### config.mk
export PLATFORM = sky130hd
export DESIGN_NAME = life_stepper
export DESIGN_NICKNAME = d
export VERILOG_FILES = /design/src/rtl/life_stepper_pkg.sv /design/src/rtl/life_stepper_word_next.sv /design/src/rtl/life_stepper.sv
export SDC_FILE = /design/constraint.sdc
export NUM_CORES = 1
export LEC_CHECK = 0
export ABC_CLOCK_PERIOD_IN_PS = 6000
export BUFFER_PORTS_ARGS = -buffer_cell sky130_fd_sc_hd__buf_2
export CAP_MARGIN = 10
export CORE_MARGIN = 2
export CORE_UTILIZATION = 64
export CTS_BUF_LIST = sky130_fd_sc_hd__clkbuf_2 sky130_fd_sc_hd__clkbuf_4 sky130_fd_sc_hd__clkbuf_8
export DETAILED_ROUTE_END_ITERATION = 7
export HOLD_SLACK_MARGIN = 0.02
export PLACE_DENSITY = 0.89
export SYNTH_ARGS = -nofsm -noshare
export SYNTH_HDL_FRONTEND = slang
export SYNTH_SLANG_ARGS = --single-unit
### constraint.sdc
create_clock -name clk_130mhz -period 6 [get_ports clk_130mhz]
set_input_delay 0.3 -clock clk_130mhz [delete_from_list [all_inputs] [get_ports clk_130mhz]]
set_output_delay 0.3 -clock clk_130mhz [all_outputs]
set_load 0.01 [all_outputs]
### src/rtl/life_stepper_pkg.sv
// life_stepper_pkg: board geometry, FSM states and address helper shared by
// the life stepper and its per-word next-state logic.
package life_stepper_pkg;

  localparam int WORD_SIZE         = 16;
  localparam int BOARD_SIZE        = 32;
  localparam int LOG_BOARD_SIZE    = $clog2(BOARD_SIZE);
  localparam int WORDS_PER_ROW     = BOARD_SIZE / WORD_SIZE;
  localparam int LOG_WORDS_PER_ROW = $clog2(WORDS_PER_ROW);
  localparam int LOG_MAX_ADDR      = LOG_BOARD_SIZE + LOG_WORDS_PER_ROW;
  localparam int READ_LATENCY      = 2;

  typedef struct packed {
    logic [LOG_BOARD_SIZE-1:0]    y;
    logic [LOG_WORDS_PER_ROW-1:0] wx;
  } pos_t;

  typedef enum logic [2:0] {
    IDLE,
    FETCH,
    DRAIN,
    COMPUTE,
    WRITE,
    DONE
  } stepper_state_t;

  // Word address of the neighbour (dr-1, dc-1) of p; wrap is plain overflow.
  function automatic logic [LOG_MAX_ADDR-1:0] word_addr(
    input pos_t       p,
    input logic [1:0] dr,
    input logic [1:0] dc
  );
    logic [LOG_BOARD_SIZE-1:0]    row;
    logic [LOG_WORDS_PER_ROW-1:0] col;
    row = p.y + LOG_BOARD_SIZE'(dr) - LOG_BOARD_SIZE'(1);
    col = p.wx + LOG_WORDS_PER_ROW'(dc) - LOG_WORDS_PER_ROW'(1);
    return {row, col};
  endfunction

endpackage

### src/rtl/life_stepper_word_next.sv
// life_word_next: B3/S23 rule for one word of cells.
// Ports: top/mid/bot rows with one halo cell each side (MSB = left), cells out.
module life_word_next
  import life_stepper_pkg::*;
(
  input  logic [WORD_SIZE+1:0] top,
  input  logic [WORD_SIZE+1:0] mid,
  input  logic [WORD_SIZE+1:0] bot,
  output logic [WORD_SIZE-1:0] cells
);

  // Cell bit i sits at row bit i+1; its neighbours are bits i..i+2.
  for (genvar i = 0; i < WORD_SIZE; i++) begin : g_cell
    logic [3:0] cnt;
    assign cnt = 4'(top[i]) + 4'(top[i+1]) + 4'(top[i+2])
               + 4'(mid[i]) + 4'(mid[i+2])
               + 4'(bot[i]) + 4'(bot[i+1]) + 4'(bot[i+2]);
    assign cells[i] = (cnt == 4'd3) | (mid[i+1] & (cnt == 4'd2));
  end

endmodule

### src/rtl/life_stepper.sv
// life_stepper: computes one Game of Life generation, word by word, from a
// read bank into a write bank on a toroidal board.
// Ports: clk_130mhz, rst_n (async low), start_in -> busy_out, done_out;
// read port addr_r_out/data_r_in; write port addr_w_out/data_w_out/we_out.
module life_stepper
  import life_stepper_pkg::*;
(
  input  logic                    clk_130mhz,
  input  logic                    rst_n,
  input  logic                    start_in,
  output logic [LOG_MAX_ADDR-1:0] addr_r_out,
  input  logic [WORD_SIZE-1:0]    data_r_in,
  output logic [LOG_MAX_ADDR-1:0] addr_w_out,
  output logic [WORD_SIZE-1:0]    data_w_out,
  output logic                    we_out,
  output logic                    busy_out,
  output logic                    done_out
);

  localparam int WIN_W = 9 * WORD_SIZE;
  localparam int R0    = WIN_W - WORD_SIZE;
  localparam int R1    = R0 - 3 * WORD_SIZE;
  localparam int R2    = R1 - 3 * WORD_SIZE;
  localparam int DW    = $clog2(READ_LATENCY);

  stepper_state_t          state;
  pos_t                    pos;
  pos_t                    pos_nxt;
  logic [1:0]              dr;
  logic [1:0]              dc;
  logic [1:0]              nr;
  logic [1:0]              nc;
  logic [DW-1:0]           drain_cnt;
  logic [READ_LATENCY-1:0] vld;
  logic [WIN_W-1:0]        win;
  logic [WORD_SIZE-1:0]    next_word;
  logic                    last;

  // Window holds 9 words in issue order, oldest (dy=-1,dwx=-1) at the top.
  // Each row's left-word LSB, centre word and right-word MSB are contiguous.
  life_word_next u_next (
    .top   (win[R0 -: WORD_SIZE+2]),
    .mid   (win[R1 -: WORD_SIZE+2]),
    .bot   (win[R2 -: WORD_SIZE+2]),
    .cells (next_word)
  );

  logic unused_win;
  assign unused_win = ^win[WIN_W-1:R0+1];

  assign nc   = (dc == 2'd2) ? 2'd0 : dc + 2'd1;
  assign nr   = (dc == 2'd2) ? dr + 2'd1 : dr;
  assign last = (&pos.y) & (&pos.wx);

  always_comb begin
    pos_nxt    = pos;
    pos_nxt.wx = pos.wx + LOG_WORDS_PER_ROW'(1);
    if (&pos.wx)
      pos_nxt.y = pos.y + LOG_BOARD_SIZE'(1);
  end

  always_ff @(posedge clk_130mhz or negedge rst_n) begin
    if (!rst_n) begin
      state      <= IDLE;
      pos        <= pos_t'('0);
      dr         <= '0;
      dc         <= '0;
      drain_cnt  <= '0;
      vld        <= '0;
      win        <= '0;
      addr_r_out <= '0;
      addr_w_out <= '0;
      data_w_out <= '0;
      we_out     <= 1'b0;
      busy_out   <= 1'b0;
      done_out   <= 1'b0;
    end else begin
      we_out   <= 1'b0;
      done_out <= 1'b0;
      // Issue-valid delayed by the read latency marks returning data.
      vld <= {vld[READ_LATENCY-2:0], state == FETCH};
      if (vld[READ_LATENCY-1])
        win <= {win[WIN_W-WORD_SIZE-1:0], data_r_in};
      unique case (state)
        IDLE: begin
          if (start_in) begin
            state      <= FETCH;
            pos        <= pos_t'('0);
            dr         <= '0;
            dc         <= '0;
            addr_r_out <= word_addr(pos_t'('0), 2'd0, 2'd0);
            busy_out   <= 1'b1;
          end
        end
        FETCH: begin
          if (dr == 2'd2 && dc == 2'd2) begin
            state     <= DRAIN;
            drain_cnt <= '0;
          end else begin
            dr         <= nr;
            dc         <= nc;
            addr_r_out <= word_addr(pos, nr, nc);
          end
        end
        DRAIN: begin
          if (drain_cnt == DW'(READ_LATENCY - 1))
            state <= COMPUTE;
          else
            drain_cnt <= drain_cnt + DW'(1);
        end
        COMPUTE: begin
          state      <= WRITE;
          we_out     <= 1'b1;
          addr_w_out <= pos;
          data_w_out <= next_word;
        end
        WRITE: begin
          if (last) begin
            state    <= DONE;
            busy_out <= 1'b0;
            done_out <= 1'b1;
          end else begin
            state      <= FETCH;
            pos        <= pos_nxt;
            dr         <= '0;
            dc         <= '0;
            addr_r_out <= word_addr(pos_nxt, 2'd0, 2'd0);
          end
        end
        DONE: state <= IDLE;
        default: state <= IDLE;
      endcase
    end
  end

endmodule

==> After elaboration in Yosys (flattened, before gate mapping) <==
Index checks and enable logic that the tools add are counted.
{ "totals": {"in_bits": 19, "word_cells": 255, "ff_bits": 176, "output_inout_bits": 31} }
{ "classes": {"n_mux": 30, "n_addsub": 123, "reduce_logical": 11, "bitwise_logic": 33, "eq_ne": 44} }
{ "op_table": {"columns": ["op", "n"], "rows": [
  ["$add A4 B1 Y4", 80],
  ["$eq A4 B2 Y1 const B", 32],
  ["$add A2 B1 Y3", 16],
  ["$add A1 B1 Y2", 16],
  ["$mux W6", 5],
  ["$pmux W6 S3", 1],
  ["$and A1 B1 Y1", 17],
  ["$or A1 B1 Y1", 16],
  ["$pmux W3 S5", 1],
  ["$mux W2", 6],
  ["$mux W3", 4],
  ["$pmux W2 S3", 2],
  ["$pmux W6 S2", 1],
  ["$ne A2 B2 Y1 const B", 5],
  ["$sub A5 B1 Y5 const B", 2],
  ["$reduce_and A3 Y1", 3],
  ["$mux W1", 7],
  ["$eq A3 B2 Y1 const B", 2],
  ["$add A5 B1 Y5 const B", 1],
  ["$add A5 B2 Y5", 1],
  ["$mux W5", 1],
  ["$reduce_and A5 Y1", 1],
  ["$add A2 B1 Y2 const B", 2],
  ["$eq A2 B2 Y1 const B", 2],
  ["other kinds (13)", 17]
]} }

==> Logic depth before layout (Yosys ltp) <==
{ "logic_depth": {"ltp_word": 10, "mapped_depth": 12, "mapped_depth_nobuf": 12} }

==> Hierarchy <==
Synthesis repeated with hierarchy kept, for this count alone.
{ "unflattened": {"hier_cells": 817, "hier_area_um2": 9808.2} }
{ "modules_own_cells": {"columns": ["mod", "cells_each", "area_each_um2", "seq_area_each_um2", "n_inst"], "rows": [
  ["life_stepper", 518, 7100.6, 4404.2, 1],
  ["life_word_next", 299, 2707.6, 0.0, 1]
]} }

==> Worst setup path after synthesis <==
No wires, ideal clock.
{ "synth_path": {"kind": "flip-flop to flip-flop", "startpoint": "register win[122]", "endpoint": "register data_w_out[10]", "arrival_ns": 2.823, "setup_slack_ns": 3.094, "period_less_slack_ns": 2.906, "n_path_buf": 0, "stages_incl_launch_ff": 11, "cell_sequence": "dfrtp_1 > inv_1 > fa_1 > fa_1 > fa_1 > inv_1 > ha_1 > fa_1 > o21ai_0 > o211ai_1 > o21ai_0"} }
{ "synth_via": {"elab_chain_len": 10, "elab_cells_between_ends": 11, "cone_classes": "add/sub (7); eq/ne (2); bitwise (2)"} }
{ "synth_rtl": {"columns": ["element", "line_no", "text"], "rows": [
  ["from (decl)", "life_stepper.sv:35", "logic [WIN_W-1:0] win;"],
  ["from (signal assigned)", "life_stepper.sv:83", "win <= {win[WIN_W-WORD_SIZE-1:0], data_r_in};"],
  ["$add A1 B1 Y2 *", "life_stepper_word_next.sv:15", "assign cnt = 4'(top[i]) + 4'(top[i+1]) + 4'(top[i+2])"],
  ["$add A2 B1 Y3 *", "life_stepper_word_next.sv:15", null],
  ["$add A4 B1 Y4 * (2 in series)", "life_stepper_word_next.sv:16", "+ 4'(mid[i]) + 4'(mid[i+2])"],
  ["$add A4 B1 Y4 * (3 in series)", "life_stepper_word_next.sv:17", "+ 4'(bot[i]) + 4'(bot[i+1]) + 4'(bot[i+2]);"],
  ["$eq A4 B2 Y1", "life_stepper_word_next.sv:18", "assign cells[i] = (cnt == 4'd3) | (mid[i+1] & (cnt == 4'd2));"],
  ["$and A1 B1 Y1", "life_stepper_word_next.sv:18", null],
  ["$or A1 B1 Y1 *", "life_stepper_word_next.sv:18", null],
  ["to (signal assigned)", "life_stepper.sv:115", "data_w_out <= next_word;"],
  ["to (decl)", "life_stepper.sv:14", "output logic [WORD_SIZE-1:0] data_w_out,"]
]} }
Every way passes the cells marked *; elsewhere a longest branch is shown, timed or not.
A chain may end at the register's enable or synchronous reset.

==> Final worst setup path <==
{ "layout_path": {"startpoint": "register win[122]", "endpoint": "register data_w_out[9]"} }
{ "layout_via": {"elab_chain_len": 9, "elab_cells_between_ends": 10, "cone_classes": "add/sub (6); eq/ne (2); bitwise (2)"} }
{ "layout_rtl": {"columns": ["element", "line_no"], "rows": [
  ["$add A2 B1 Y3 *", "life_stepper_word_next.sv:15"],
  ["$add A4 B1 Y4 * (2 in series)", "life_stepper_word_next.sv:16"],
  ["$add A4 B1 Y4 * (3 in series)", "life_stepper_word_next.sv:17"],
  ["$eq A4 B2 Y1", "life_stepper_word_next.sv:18"],
  ["$and A1 B1 Y1", "life_stepper_word_next.sv:18"],
  ["$or A1 B1 Y1 *", "life_stepper_word_next.sv:18"]
]} }
Marks and branches as above.

==> key figures <==
Logic synthesis
  – Synth Flop Type: dfrtp_1
  – Yosys Warn Count: 0
  – Mux share of post-synthesis cell area: 9.511%
  – Post-synth EDFFs: 0
  – Syn Area/Cell: 11.24 um^2
  – Largest family of logic cells by synthesized area: adder cells
  – Post-Syn Area: between 9000 and 10000 um^2
  – Async SR Flop Fraction: between 90% and 100%
  – Netlist cell types: between 40 and 50
  – Adder-Cell Fraction of Synth Area: a little over a fifth
  – Syn_nets: 992
  – Compound-Gate Fraction of Synth Area: under 10%
  – Seq cells post-synth: roughly 180
  – Area leader, netlist: dfrtp_1
  – Area contributors post-synth: dfrtp_1, fa_1, mux2_2, ha_1, o21ai_0
  – Simple-Gate Fraction of Synth Area: 6.446%
  – Syn Inst Count: 850
  – Post-synthesis sequential area ratio: a little under half
  – Xor/xnor share of the synthesized area: less than 1%
  – Share of the synthesized area in the top cell type: around 46%

Drt
  – Initial DRT Pass Iterations: 4
  – Total wire length: 17600 um
  – DR vias/cell: 5.609
  – DRC errors left: 0
  – Vias: approximately 6000
  – Initial DRC count: 380
  – DRT antenna net count: 0
  – Post-DR wirelength/cell: 16.13 um

Die
  – Cell Rows: 44
  – Initial Util: 65.71%
  – Die height: between 100 and 150 um
  – CORE AREA: about 15000 um^2
  – Die Wd: 126.2 um
  – DIE AREA: 15920 um^2
  – I/O pin count: 50

CTS
  – CTS root buffer: clkbuf_8
  – CTS clk-pin slew, worst paths: ~0.090 ns
  – Clock sinks: 176
  – Num CTS Buffers: 17
  – Bufs on Longest Clock Path: 2
  – CTS tree: built
  – H-tree Lvls: 4
  – Post-cts resize count: 0
  – Worst skew pair latency: 0.47 ns

Job
  – Maxcap violations: 0

STA
  – TNS Setup: 0 ns
  – Fmax: approximately 310 MHz
  – Slew Viols, Final: 0
  – Final hold viol count: 0
  – RSZ-0062 raised after global routing: no
  – Post-route minimum period: 3.263 ns
  – Clk_skew: between 0.006 and 0.007 ns
  – Final period util: a little over half
  – Setup violations, final: 0
  – Measured slew at the worst slew-check pin: between 1 and 1.5 ns
  – Slew margin rel.: approximately a quarter

Critical path
  – Worst Setup Path Type: flop to flop
  – Critical Path RT: 6.38 ns
  – WP data arrival: 3.65 ns
  – CP Launch Type: flop
  – Worst setup EP type: flop
  – Worst Path Max Fanout: 4

Worst hold path
  – Hold WC Path Type: input port to flop

Placement
  – Final Wtd Congestion: around 0.84
  – Port bufs: 49
  – Hpwl dp: about 13000 um

Run status
  – Outcome: completed

Layout
  – Multi-input logic area: 4529 um^2
  – Filler cells: approximately 1000
  – Layout Nets: around 1000
  – Number of diodes: 0
  – Area grow syn2layout: 8.240%
  – Layout cells sized above 1: 18.41%
  – Reg area: approximately 4400 um^2

Global routing
  – Initial antenna violation count: 0
  – First-pass GRT wire length: between 30000 and 40000 um
  – Vias in the first global route: about 6400
  – Largest net degree at the start of global routing: approximately 110
  – Global route overflow: 0
  – GRT Util Overall: between 20 and 25%
==> logic make-up (layout without fill, tap and decap cells) <==
group | count (synthesis) | in the layout
buffers and inverters | 159 | 216
XOR/XNOR | 10 | 10
flip-flops | 176 | 176
multiplexers | 81 | 81
AND/OR/NAND/NOR | 142 | 142
adder cells (fa/ha/maj) | 123 | 123
AO/OA/AOI/OAI | 159 | 159
==> registers in the layout (all words and copies together), names as in the netlist, 2 cells and up <==
register	cells
vld	2
addr_r_out	6
dc	2
addr_w_out	6
pos	6
win	129
data_w_out	16
state	3
dr	2
==> cells in the mapped netlist, types with 2 or more instances <==
library cell,number
o21a_1,2
buf_6,2
clkbuf_1,21
dfrtp_1,176
o21ai_0,100
buf_1,4
mux2i_1,3
o31ai_1,3
inv_1,130
o211ai_1,16
nand2b_1,2
o22ai_1,2
nand3_1,18
o41ai_1,2
nor2b_1,2
ha_1,58
nand2_1,93
a21oi_1,24
or4_1,2
nand3b_1,2
nor2_1,15
fa_1,65
xnor2_1,7
a31oi_1,4
mux2_2,78
xor2_1,3
==> worst paths after layout <==
check                      slack, ns       endpoint          start  cells past startpoint
max                             2.74  data_w_out[9]       win[122]                     10
min                             0.05        win[10]  data_r_in[10]                      2
max reg2reg                     2.74  data_w_out[9]       win[122]                     10
min reg2reg                     0.36         vld[1]         vld[0]                      0
max in group asynchronous       4.30       win[125]          rst_n                      3
min in group asynchronous       0.40          dr[0]          rst_n                      2
==> stage by stage <==
step                      instances  utilization (%)  cell area, um^2  hold slack (ns)  worst slack, ns
after floorplan                 850                -             9550         0.004409            3.094
after global placement         1058            68.37             9937           0.3371            2.932
after detailed placement       1058            68.37             9937           0.3355            2.748
after CTS                      1091            71.13            10340          0.03285            2.716
after global routing           1091            71.13            10340          0.03443            2.575
final                          1091            71.13            10340          0.05230            2.737
==> layer usage <==
metal / wire length [um] / global-route usage (%)
met2: 8906 / 39.15
met5: 0 / 0
met1: 7692 / 32.94
met4: 340 / 8.339
met3: 663 / 5.055
==> critical path, stage by stage (launching register included) <==
cell and delay, ns:
dfrtp_1 0.36, inv_1 0.18, fa_1 0.47, fa_1 0.49, fa_1 0.50, inv_1 0.05
ha_1 0.20, fa_1 0.39, o21ai_0 0.23, o211ai_1 0.12, o21ai_0 0.18
==> cell usage in the layout (no fill, tap or decap), types with 3 or more instances in the layout <==
cell / synthesis / final
o31ai_1: 3 / 3
clkinv_4: 0 / 4
ha_1: 58 / 58
nand3_1: 18 / 18
a31oi_1: 4 / 4
o211ai_1: 16 / 16
a21oi_1: 24 / 24
o21ai_0: 100 / 100
xor2_1: 3 / 3
dfrtp_1: 176 / 175
fa_1: 65 / 65
clkbuf_8: 0 / 18
mux2_2: 78 / 78
xnor2_1: 7 / 7
nor2_1: 15 / 15
buf_4: 1 / 4
buf_2: 1 / 48
clkinvlp_4: 0 / 3
nand2_1: 93 / 93
mux2i_1: 3 / 3
clkinv_2: 0 / 5
inv_1: 130 / 130
==> timing repair <==
item / 4_1_cts / 5_1_grt
hold buffers: 1 / 0
hold endpoints to repair: 74 / 0
buffers inserted: 0 / 0
endpoints found under the setup margin: 0 / 0
==> area by class of cell <==
cell class	instances	share of cell area [%]
clock buffer	18	2.397
multi-input combinational	515	43.82
tap	184	2.227
inverter	130	4.720
clock inverter	14	1.380
sequential	176	42.64
timing repair buffer	54	2.820
Power is left out: the tool's default activity adds up to more than one toggle a clock period on the data nets, which glitch-free logic cannot reach.
